### src/rtl/lsu_pkg.sv
// ============================================================================
// lsu_pkg : shared funct3 width codes, FSM state type and address helpers
// Rev 1.0 : initial release
// ============================================================================
`default_nettype none

package lsu_pkg;

    localparam logic [2:0] F3_B  = 3'b000;
    localparam logic [2:0] F3_H  = 3'b001;
    localparam logic [2:0] F3_W  = 3'b010;
    localparam logic [2:0] F3_BU = 3'b100;
    localparam logic [2:0] F3_HU = 3'b101;

    typedef enum logic [1:0] {
        ST_IDLE = 2'd0,
        ST_REQ  = 2'd1,
        ST_RESP = 2'd2
    } lsu_state_t;

    function automatic logic f3_legal(input logic [2:0] f3);
        return (f3 == F3_B) || (f3 == F3_H) || (f3 == F3_W) ||
               (f3 == F3_BU) || (f3 == F3_HU);
    endfunction

    function automatic logic f3_is_half(input logic [2:0] f3);
        return (f3 == F3_H) || (f3 == F3_HU);
    endfunction

    function automatic logic is_misaligned(input logic [2:0] f3, input logic [1:0] off);
        return (f3_is_half(f3) && off[0]) || ((f3 == F3_W) && (off != 2'b00));
    endfunction

    // Clears the low offset bits a half or word access cannot legally use
    function automatic logic [1:0] fix_offset(input logic [2:0] f3, input logic [1:0] off);
        if (f3 == F3_W)
            return 2'b00;
        else if (f3_is_half(f3))
            return {off[1], 1'b0};
        else
            return off;
    endfunction

endpackage

`default_nettype wire

### src/rtl/lsu_align.sv
// ============================================================================
// lsu_align : store lane/byte-enable generation and load lane extraction
// Rev 1.0 : initial release
// ============================================================================
`default_nettype none

module lsu_align
    import lsu_pkg::*;
(
    input  logic [2:0]  st_funct3,
    input  logic [1:0]  st_off,
    input  logic [31:0] st_wdata,
    output logic [3:0]  st_be,
    output logic [31:0] st_lanes,
    input  logic [2:0]  ld_funct3,
    input  logic [1:0]  ld_off,
    input  logic [31:0] ld_word,
    output logic [31:0] ld_data
);

    logic [31:0] w_shifted;
    logic [7:0]  w_byte;
    logic [15:0] w_half;

    always_comb begin
        st_be    = 4'b1111;
        st_lanes = st_wdata;
        case (st_funct3)
            F3_B: begin
                st_be    = 4'b0001 << st_off;
                st_lanes = {4{st_wdata[7:0]}};
            end
            F3_H: begin
                st_be    = st_off[1] ? 4'b1100 : 4'b0011;
                st_lanes = {2{st_wdata[15:0]}};
            end
            default: begin
                st_be    = 4'b1111;
                st_lanes = st_wdata;
            end
        endcase
    end

    assign w_shifted = ld_word >> {ld_off, 3'b000};
    assign w_byte    = w_shifted[7:0];
    assign w_half    = ld_off[1] ? ld_word[31:16] : ld_word[15:0];

    always_comb begin
        ld_data = ld_word;
        case (ld_funct3)
            F3_B:    ld_data = {{24{w_byte[7]}}, w_byte};
            F3_BU:   ld_data = {24'h0, w_byte};
            F3_H:    ld_data = {{16{w_half[15]}}, w_half};
            F3_HU:   ld_data = {16'h0, w_half};
            default: ld_data = ld_word;
        endcase
    end

endmodule

`default_nettype wire

### src/rtl/load_store_unit.sv
// ============================================================================
// load_store_unit : RV32I load/store bus master with wait-timeout abort.
// Define LSU_MISALIGN_TRAP_EN to trap misaligned H/W accesses instead of
// silently aligning them.
// Rev 1.0 : initial release
// ============================================================================
`default_nettype none

module load_store_unit
    import lsu_pkg::*;
#(
    parameter int MAX_WAIT = 16
) (
    input  logic        clk,
    input  logic        reset,
    input  logic        cpu_valid,
    input  logic        cpu_we,
    input  logic [2:0]  cpu_funct3,
    input  logic [31:0] cpu_addr,
    input  logic [31:0] cpu_wdata,
    output logic        cpu_ready,
    output logic [31:0] cpu_rdata,
    output logic        cpu_err,
    output logic        stall,
    output logic        mem_req,
    output logic        mem_we,
    output logic [31:0] mem_addr,
    output logic [31:0] mem_wdata,
    output logic [3:0]  mem_be,
    input  logic        mem_ack,
    input  logic [31:0] mem_rdata
);

    localparam logic [7:0] WAIT_LIMIT = 8'(MAX_WAIT);

    lsu_state_t  state_q, state_d;
    logic [2:0]  funct3_q, funct3_d;
    logic [1:0]  off_q, off_d;
    logic [7:0]  cnt_q, cnt_d;
    logic        mem_req_q, mem_req_d;
    logic        mem_we_q, mem_we_d;
    logic [31:0] mem_addr_q, mem_addr_d;
    logic [31:0] mem_wdata_q, mem_wdata_d;
    logic [3:0]  mem_be_q, mem_be_d;
    logic        cpu_ready_q, cpu_ready_d;
    logic        cpu_err_q, cpu_err_d;
    logic [31:0] cpu_rdata_q, cpu_rdata_d;

    logic        w_misalign;
    logic [1:0]  w_off;
    logic [3:0]  w_st_be;
    logic [31:0] w_st_lanes;
    logic [31:0] w_ld_data;
    logic [7:0]  w_cnt_inc;

`ifdef LSU_MISALIGN_TRAP_EN
    assign w_misalign = is_misaligned(cpu_funct3, cpu_addr[1:0]);
`else
    assign w_misalign = 1'b0;
`endif

    assign w_off     = fix_offset(cpu_funct3, cpu_addr[1:0]);
    assign w_cnt_inc = cnt_q + 8'd1;

    // Store lanes come from the live request; load extraction from the captured one
    lsu_align u_align (
        .st_funct3 (cpu_funct3),
        .st_off    (w_off),
        .st_wdata  (cpu_wdata),
        .st_be     (w_st_be),
        .st_lanes  (w_st_lanes),
        .ld_funct3 (funct3_q),
        .ld_off    (off_q),
        .ld_word   (mem_rdata),
        .ld_data   (w_ld_data)
    );

    always_comb begin
        state_d     = state_q;
        funct3_d    = funct3_q;
        off_d       = off_q;
        cnt_d       = cnt_q;
        mem_req_d   = mem_req_q;
        mem_we_d    = mem_we_q;
        mem_addr_d  = mem_addr_q;
        mem_wdata_d = mem_wdata_q;
        mem_be_d    = mem_be_q;
        cpu_ready_d = 1'b0;
        cpu_err_d   = 1'b0;
        cpu_rdata_d = cpu_rdata_q;
        case (state_q)
            ST_IDLE: begin
                if (cpu_valid) begin
                    funct3_d = cpu_funct3;
                    off_d    = w_off;
                    if (!f3_legal(cpu_funct3) || w_misalign) begin
                        state_d     = ST_RESP;
                        cpu_ready_d = 1'b1;
                        cpu_err_d   = 1'b1;
                        cpu_rdata_d = 32'h0;
                    end else begin
                        state_d     = ST_REQ;
                        cnt_d       = 8'h0;
                        mem_req_d   = 1'b1;
                        mem_we_d    = cpu_we;
                        mem_addr_d  = {cpu_addr[31:2], 2'b00};
                        mem_wdata_d = cpu_we ? w_st_lanes : 32'h0;
                        mem_be_d    = cpu_we ? w_st_be : 4'b1111;
                    end
                end
            end
            ST_REQ: begin
                // An ack in the timeout cycle still completes the access normally
                if (mem_ack) begin
                    state_d     = ST_RESP;
                    mem_req_d   = 1'b0;
                    cpu_ready_d = 1'b1;
                    cpu_rdata_d = mem_we_q ? 32'h0 : w_ld_data;
                end else if (w_cnt_inc == WAIT_LIMIT) begin
                    state_d     = ST_RESP;
                    cnt_d       = w_cnt_inc;
                    mem_req_d   = 1'b0;
                    cpu_ready_d = 1'b1;
                    cpu_err_d   = 1'b1;
                    cpu_rdata_d = 32'h0;
                end else begin
                    cnt_d = w_cnt_inc;
                end
            end
            ST_RESP: begin
                state_d = ST_IDLE;
            end
            default: begin
                state_d   = ST_IDLE;
                mem_req_d = 1'b0;
            end
        endcase
    end

    always_ff @(posedge clk) begin
        if (reset) begin
            state_q     <= ST_IDLE;
            funct3_q    <= 3'b000;
            off_q       <= 2'b00;
            cnt_q       <= 8'h0;
            mem_req_q   <= 1'b0;
            mem_we_q    <= 1'b0;
            mem_addr_q  <= 32'h0;
            mem_wdata_q <= 32'h0;
            mem_be_q    <= 4'b0000;
            cpu_ready_q <= 1'b0;
            cpu_err_q   <= 1'b0;
            cpu_rdata_q <= 32'h0;
        end else begin
            state_q     <= state_d;
            funct3_q    <= funct3_d;
            off_q       <= off_d;
            cnt_q       <= cnt_d;
            mem_req_q   <= mem_req_d;
            mem_we_q    <= mem_we_d;
            mem_addr_q  <= mem_addr_d;
            mem_wdata_q <= mem_wdata_d;
            mem_be_q    <= mem_be_d;
            cpu_ready_q <= cpu_ready_d;
            cpu_err_q   <= cpu_err_d;
            cpu_rdata_q <= cpu_rdata_d;
        end
    end

    assign cpu_ready = cpu_ready_q;
    assign cpu_err   = cpu_err_q;
    assign cpu_rdata = cpu_rdata_q;
    assign stall     = cpu_valid && !cpu_ready_q;
    assign mem_req   = mem_req_q;
    assign mem_we    = mem_we_q;
    assign mem_addr  = mem_addr_q;
    assign mem_wdata = mem_wdata_q;
    assign mem_be    = mem_be_q;

endmodule

`default_nettype wire
### config.mk
export PLATFORM = sky130hd
export DESIGN_NAME = load_store_unit
export DESIGN_NICKNAME = d
export VERILOG_FILES = /design/src/rtl/lsu_pkg.sv /design/src/rtl/lsu_align.sv /design/src/rtl/load_store_unit.sv
export SDC_FILE = /design/constraint.sdc
export NUM_CORES = 1
export LEC_CHECK = 0
export ABC_AREA = 1
export CAP_MARGIN = 20
export CORE_MARGIN = 1.5
export CORE_UTILIZATION = 25
export DETAILED_ROUTE_END_ITERATION = 7
export GPL_ROUTABILITY_DRIVEN = 0
export HOLD_SLACK_MARGIN = 0.08
export PLACE_DENSITY = 0.5
export SETUP_SLACK_MARGIN = 0.2
export SYNTH_ARGS = -nofsm -noshare
export SYNTH_HDL_FRONTEND = slang
export SYNTH_HIERARCHICAL = 1
export SYNTH_SLANG_ARGS = --single-unit
### constraint.sdc
create_clock -name clk -period 4.65 [get_ports clk]
set_clock_uncertainty 0.05 [all_clocks]
set_input_delay 1.1625 -clock clk [delete_from_list [all_inputs] [get_ports clk]]
set_output_delay 1.1625 -clock clk [all_outputs]
set_load 0.1 [all_outputs]
==> metrics.txt, run 1 <==
status complete, but fails checks; failing checks design-rule violations; Vias between 5k and 6k; synthesized cell area 5620 µm²; vias in the first global route ~5.7k; slowest stage cell, crit path clkdlybuf4s50_1; met2 usage 0.254; CTS tree built; initial DRC count about 300; crit path buf inv count 3; DRC viols 14; Post-Route Setup TNS 0 ns; Leakage ~0.0033 µW; gr usage total 0.165; VDD IR-drop max between 200 and 250 µV; Reg clk slew, reported paths roughly 0.050 ns; total wire length roughly 19000 µm; syn avg cell area slightly below 7 µm²; dpl ws 1.16 ns; overall power 3200 µW; Area Overhead vs Synth 48.0%; PD cells approximately 380 nW/µm²; cts hold-fix bufs 0; 1st-pass router iterations 7; Rows between 50 and 60; CP top delay family buffers and inverters; CTS root buffer clkbuf_16; crit-path max cell delay 0.52 ns; starting density of the core 0.256; Tmin final 3.35 ns; Yosys reg bits 117; Setup CP Type in -> out; clk_lat worst skew around 0.41 ns; Die Wd 153 µm; Top FF cell, synth dfxtp_1; top post-synthesis cells by area dfxtp_1 42%, nand2_1 17%, a21oi_1 6.2%; post-layout instance area 8310 µm²; clk buf depth 2; worst rel slew slack 0.308; Core Footprint 22000 µm²; Detailed Place HPWL about 13000 µm; largest net degree at the start of global routing 75; CP Launch Type input port; I/O pins approximately 210; R2R Setup Slk ~2.5 ns; Hold Path Cell Cnt 2; number of buffers added on ports between 200 and 250; launching point of the worst reg2reg path off_q[1]; commonest cells in the netlist 258 x nand2_1, 117 x dfxtp_1, 91 x nor2_1; fmax between 200 and 300 MHz; Post-synth ARST share 0; EDFF count, synth 0; first-pass GRT wire length ~31000 µm; Reg2Reg Depth 8; final setup vio count 0; Global Route met1 Usage 0.210; RSZ-0062 raised after global routing no; total die area between 20000 and 25000 µm²; Final Max Slew Viols 0; layout cells sized above 1 0.0879; Nets 1104; Least-Margin Pin Slew roughly 1.0 ns; worst hold endpoint cpu_rdata[8]; CTS Buf Count 17; hold_sp cpu_rdata[8]; CP arrival approximately 2.1 ns; chip height between 150 and 200 µm; final hold violation count 0; H-tree depth 4; initial antenna violation count 0; most common cell in the netlist nand2_1; routed vias/inst 4.47; grt peak-use layer met2; GRT overflow 0; clock sinks around 120; total of max-cap violations 0; sequential fraction of the synthesis area 0.417; ANT nets after route 0; CP Data Required Time roughly 3.4 ns; Ys Warns 6; post-cts sizing count 0; Setup WS post-layout 1.30 ns; biggest area consumer among synthesized cells dfxtp_1; Reg-to-Reg End cpu_rdata[23]; met3 usage 0.0749; Tcrit/Tclk final 0.719; Worst Setup End Kind output port; CP Max Fanout 2; n_diodes 0; top-area cell type share of the netlist area 0.417; Worst Hold Class reg -> reg; Mapped Cells between 800 and 900; drt wl/cell 14.7 µm; Cell variety after synth 36; CP Cell Sequence clkdlybuf4s50_1, inv_1, nor2_1, buf_4; Post CTS Setup Buffer Count 0; dpl cell area slightly below 8000 µm²
metrics by stage:
step                      std cells  utilization  hold slack [ns]
final                          1292        0.379            0.411
after global routing           1292        0.379            0.432
after CTS                      1292        0.379            0.414
after detailed placement       1260        0.353            0.406
after global placement         1260        0.353            0.400
after floorplan                 822            -            0.403
logic make-up (layout without fill, tap and decap cells):
family	count (synthesis)	after routing	synth area share
xor+xnor	1	1	0.00156
other cells	1	2	0.000668
compound gates	155	155	0.156
fa+ha+maj	1	1	0.00223
simple gates	437	437	0.324
flops	117	117	0.417
buf+inv	109	299	0.0984
where the power goes:
part,switching (µW),internal [µW]
Combinational,604,244
Sequential,38.0,1060
Clock,493,760
cells in the final DEF (no fill, tap or decap), types with 4 or more instances in the layout:
| cell type | instances |
|---|---|
| nand2_1 | 258 |
| clkdlybuf4s50_1 | 204 |
| dfxtp_1 | 117 |
| nor2_1 | 91 |
| a21oi_1 | 70 |
| o21ai_0 | 58 |
| nand3_1 | 55 |
| inv_1 | 44 |
| clkbuf_16 | 17 |
| nand2_2 | 12 |
| a21oi_2 | 8 |
| o211ai_1 | 8 |
| buf_4 | 8 |
| nor2_2 | 7 |
| inv_2 | 6 |
| clkinvlp_4 | 5 |
| o221a_2 | 4 |
| clkinv_2 | 4 |
registers in the layout (all words and copies together) (netlist names), 2 cells and up:
name	count
cpu_rdata	32
mem_wdata	32
mem_addr	30
cnt_q	8
mem_be	4
funct3_q	3
off_q	2
state_q	2
how the worst max path moves through the flow:
stage,from,endpoint,slack [ns],depth (start not counted)
after floorplan,cpu_valid,stall,0.98,2
after global placement,cpu_funct3[1],mem_wdata[29],1.20,9
after detailed placement,cpu_funct3[1],mem_wdata[29],1.16,9
after CTS,cpu_valid,stall,1.30,4
after global routing,cpu_valid,stall,1.24,4
final,cpu_valid,stall,1.30,4
tightest hold or removal path: stages, from the launching register on:
cell and delay [ns]:
dfxtp_1 0.31, nand2_1 0.06, a21oi_1 0.05
area by class of cell:
| class | count | area, µm² |
|---|---|---|
| flip-flops and latches | 117 | 2340 |
| inverters | 53 | 204 |
| multi-input cells | 596 | 2730 |
| clock inverters | 12 | 105 |
| fillers | 2303 | 13600 |
| repair buffers | 214 | 2130 |
| clock buffers | 20 | 457 |
| well taps | 280 | 350 |
layer usage:
metal,part of all wire,vias up
li1,-,2979
met1,0.45,2593
met2,0.44,185
met3,0.10,13
met4,0.0072,0
met5,0,-
(Power assumes the default switching activity.)
==> run 2, diff against run 1 <==
- PLACE_DENSITY: 0.5 -> 0.52
- clock period: 4.65 -> 2.8 ns (I/O delays scaled with it)
==> run 2 against run 1 <==
Effect of this change: the flow still finishes with violations (design-rule violations); register-to-register slack got worse by 1.6 ns; clock power increased by 89%; sequential share of layout area increased by 0.31 points; non-clock buffer count increased by 9; routed wire length increased by 0.27%; combinational power increased by 65%; via count increased by 1.3%; die area unchanged; cell count increased by 0.54%; critical path depth unchanged; setup slack got worse by 0.98 ns; clock-buffer cell count increased by 2; critical endpoint unchanged; largest cell class unchanged; largest power group unchanged.
==> metrics.txt, run 2 (same netlist as run 1, synthesis figures left out) <==
status complete, but fails checks; failing checks design-rule violations; layout cells sized above 1 0.195 (+0.107); Detailed Place HPWL 13500 µm (+2.3%); Setup WS post-layout 0.320 ns (-0.984 ns); Worst Hold Class reg -> reg; final hold violation count 0 (unchanged); total of max-cap violations 0 (unchanged); Post CTS Setup Buffer Count 0 (unchanged); GRT overflow 0 (unchanged); CTS tree built; Reg2Reg Depth 9 (+1); initial DRC count 274 (-7.4%); drt wl/cell 14.7 µm (-0.27%); most common cell after layout, fill and taps aside nand2_1; VDD IR-drop max 389 µV (+77%); CP top delay family buffers and inverters; gr usage total 0.166 (+0.00127); CP Max Fanout 2 (unchanged); CP Launch Type input port; slowest stage cell, crit path clkdlybuf4s50_1; CP Cell Sequence clkdlybuf4s50_1, inv_1, nor2_2, buf_12; post-cts sizing count 0 (unchanged); Global Route met1 Usage 0.220 (+0.00947); ANT nets after route 0 (unchanged); crit path buf inv count 3 (unchanged); largest net degree at the start of global routing 75 (unchanged); met3 usage 0.0729 (-0.00198); total wire length 19100 µm (+0.27%); dpl ws 0.202 ns (-0.961 ns); Leakage 0.00358 µW (+8.5%); number of buffers added on ports 206 (unchanged); CTS root buffer clkbuf_16; Tmin final roughly 2.5 ns; DRC viols 15 (+1); n_diodes 0 (unchanged); chip height 153 µm (unchanged); Tcrit/Tclk final 0.886; worst hold margin 0.411 ns (-0.000453 ns); Core Footprint 22000 µm² (unchanged); commonest non-fill, non-tap cells in the layout 258 x nand2_1, 117 x dfxtp_1, 117 x buf_4; PD cells 679 nW/µm² (+77%); fmax 403 MHz; dpl cells 1269 (+0.71%); total die area 23400 µm² (unchanged); Least-Margin Pin Slew 0.945 ns (-0.0901 ns); I/O pins 209 (unchanged); Setup CP Type in -> out; CTS Buf Count 17 (unchanged); clk_lat worst skew 0.40 ns (about the same); met2 usage 0.244 (-0.0104); starting density of the core 0.256 (unchanged); clk buf depth 2 (unchanged); Die Wd 153 µm (unchanged); grt peak-use layer met2; Reg clk slew, reported paths 0.05 ns (about the same); routed vias/inst 4.50 (+0.72%); clock sinks 117 (unchanged); H-tree depth 4 (unchanged); Area Overhead vs Synth 46.3%; final non-filler cell total 1299 (+0.54%); 1st-pass router iterations 7 (unchanged); CP arrival 1.73 ns (-0.40 ns); RSZ-0062 raised after global routing no; Final Max Slew Viols 0 (unchanged); initial antenna violation count 0 (unchanged); worst rel slew slack 0.370 (+0.0623); R2R Setup Slk 0.93 ns (-1.61 ns); Worst Setup End Kind output port; crit-path max cell delay 0.57 ns (+0.05 ns); final setup vio count 0 (unchanged); cts hold-fix bufs 0 (unchanged); Layout fillers 2363 (+2.6%); vias in the first global route 5795 (+2.2%); Worst path depth 4 (unchanged); Post-Route Setup TNS 0 ns (unchanged); Vias 5843 (+1.3%); Rows 54 (unchanged); Nets 1113 (+0.82%); first-pass GRT wire length 31100 µm (+1.8%); Hold Path Cell Cnt 2 (unchanged); CP Data Required Time 2.05 ns (-1.39 ns); overall power 5580 µW (+75%)
==> run 2: where the power goes <==
group          internal, µW  total [µW]  switching (µW)  leakage, µW
clock                  1570        2360             785     0.000300
combinational           394        1400            1010      0.00232
sequential             1760        1820            62.4     0.000954
==> run 2: final cells by class <==
cell class / instances / area [µm²] / share of cell area
inverters: 53 / 204 / 0.0248
clock inverters: 8 / 148 / 0.0180
clock buffers: 22 / 484 / 0.0589
multi-input cells: 596 / 2730 / 0.332
repair buffers: 223 / 1960 / 0.239
well taps: 280 / 350 / 0.0426
flip-flops and latches: 117 / 2340 / 0.285
==> run 2: final timing paths <==
kind,start,end
setup / recovery,cpu_valid,stall
hold / removal,cpu_rdata[0],cpu_rdata[0]
setup reg to reg,cnt_q[0],cpu_rdata[30]
hold reg to reg,cpu_rdata[0],cpu_rdata[0]
==> run 2: layer usage <==
| metal | up-vias | wire length [µm] |
|---|---|---|
| li1 | 2985 | - |
| met1 | 2634 | 8890 |
| met2 | 205 | 7930 |
| met3 | 19 | 1970 |
| met4 | 0 | 265 |
| met5 | - | 0 |
==> run 2: through the flow <==
| step | utilization | instance area, µm² |
|---|---|---|
| 2_1_floorplan | - | 5620 |
| 3_3_place_gp | 0.346 | 7590 |
| 3_5_place_dp | 0.346 | 7590 |
| 4_1_cts | 0.374 | 8220 |
| 5_1_grt | 0.374 | 8220 |
| 6_report | 0.374 | 8220 |
==> run 2: worst register-to-register path: cells and delay by family (launching register included) <==
family,cells,cell delay (ns)
compound gates,1,0.14
buf+inv,1,0.31
xor+xnor,1,0.19
fa+ha+maj,1,0.21
flops,1,0.39
simple gates,5,0.50
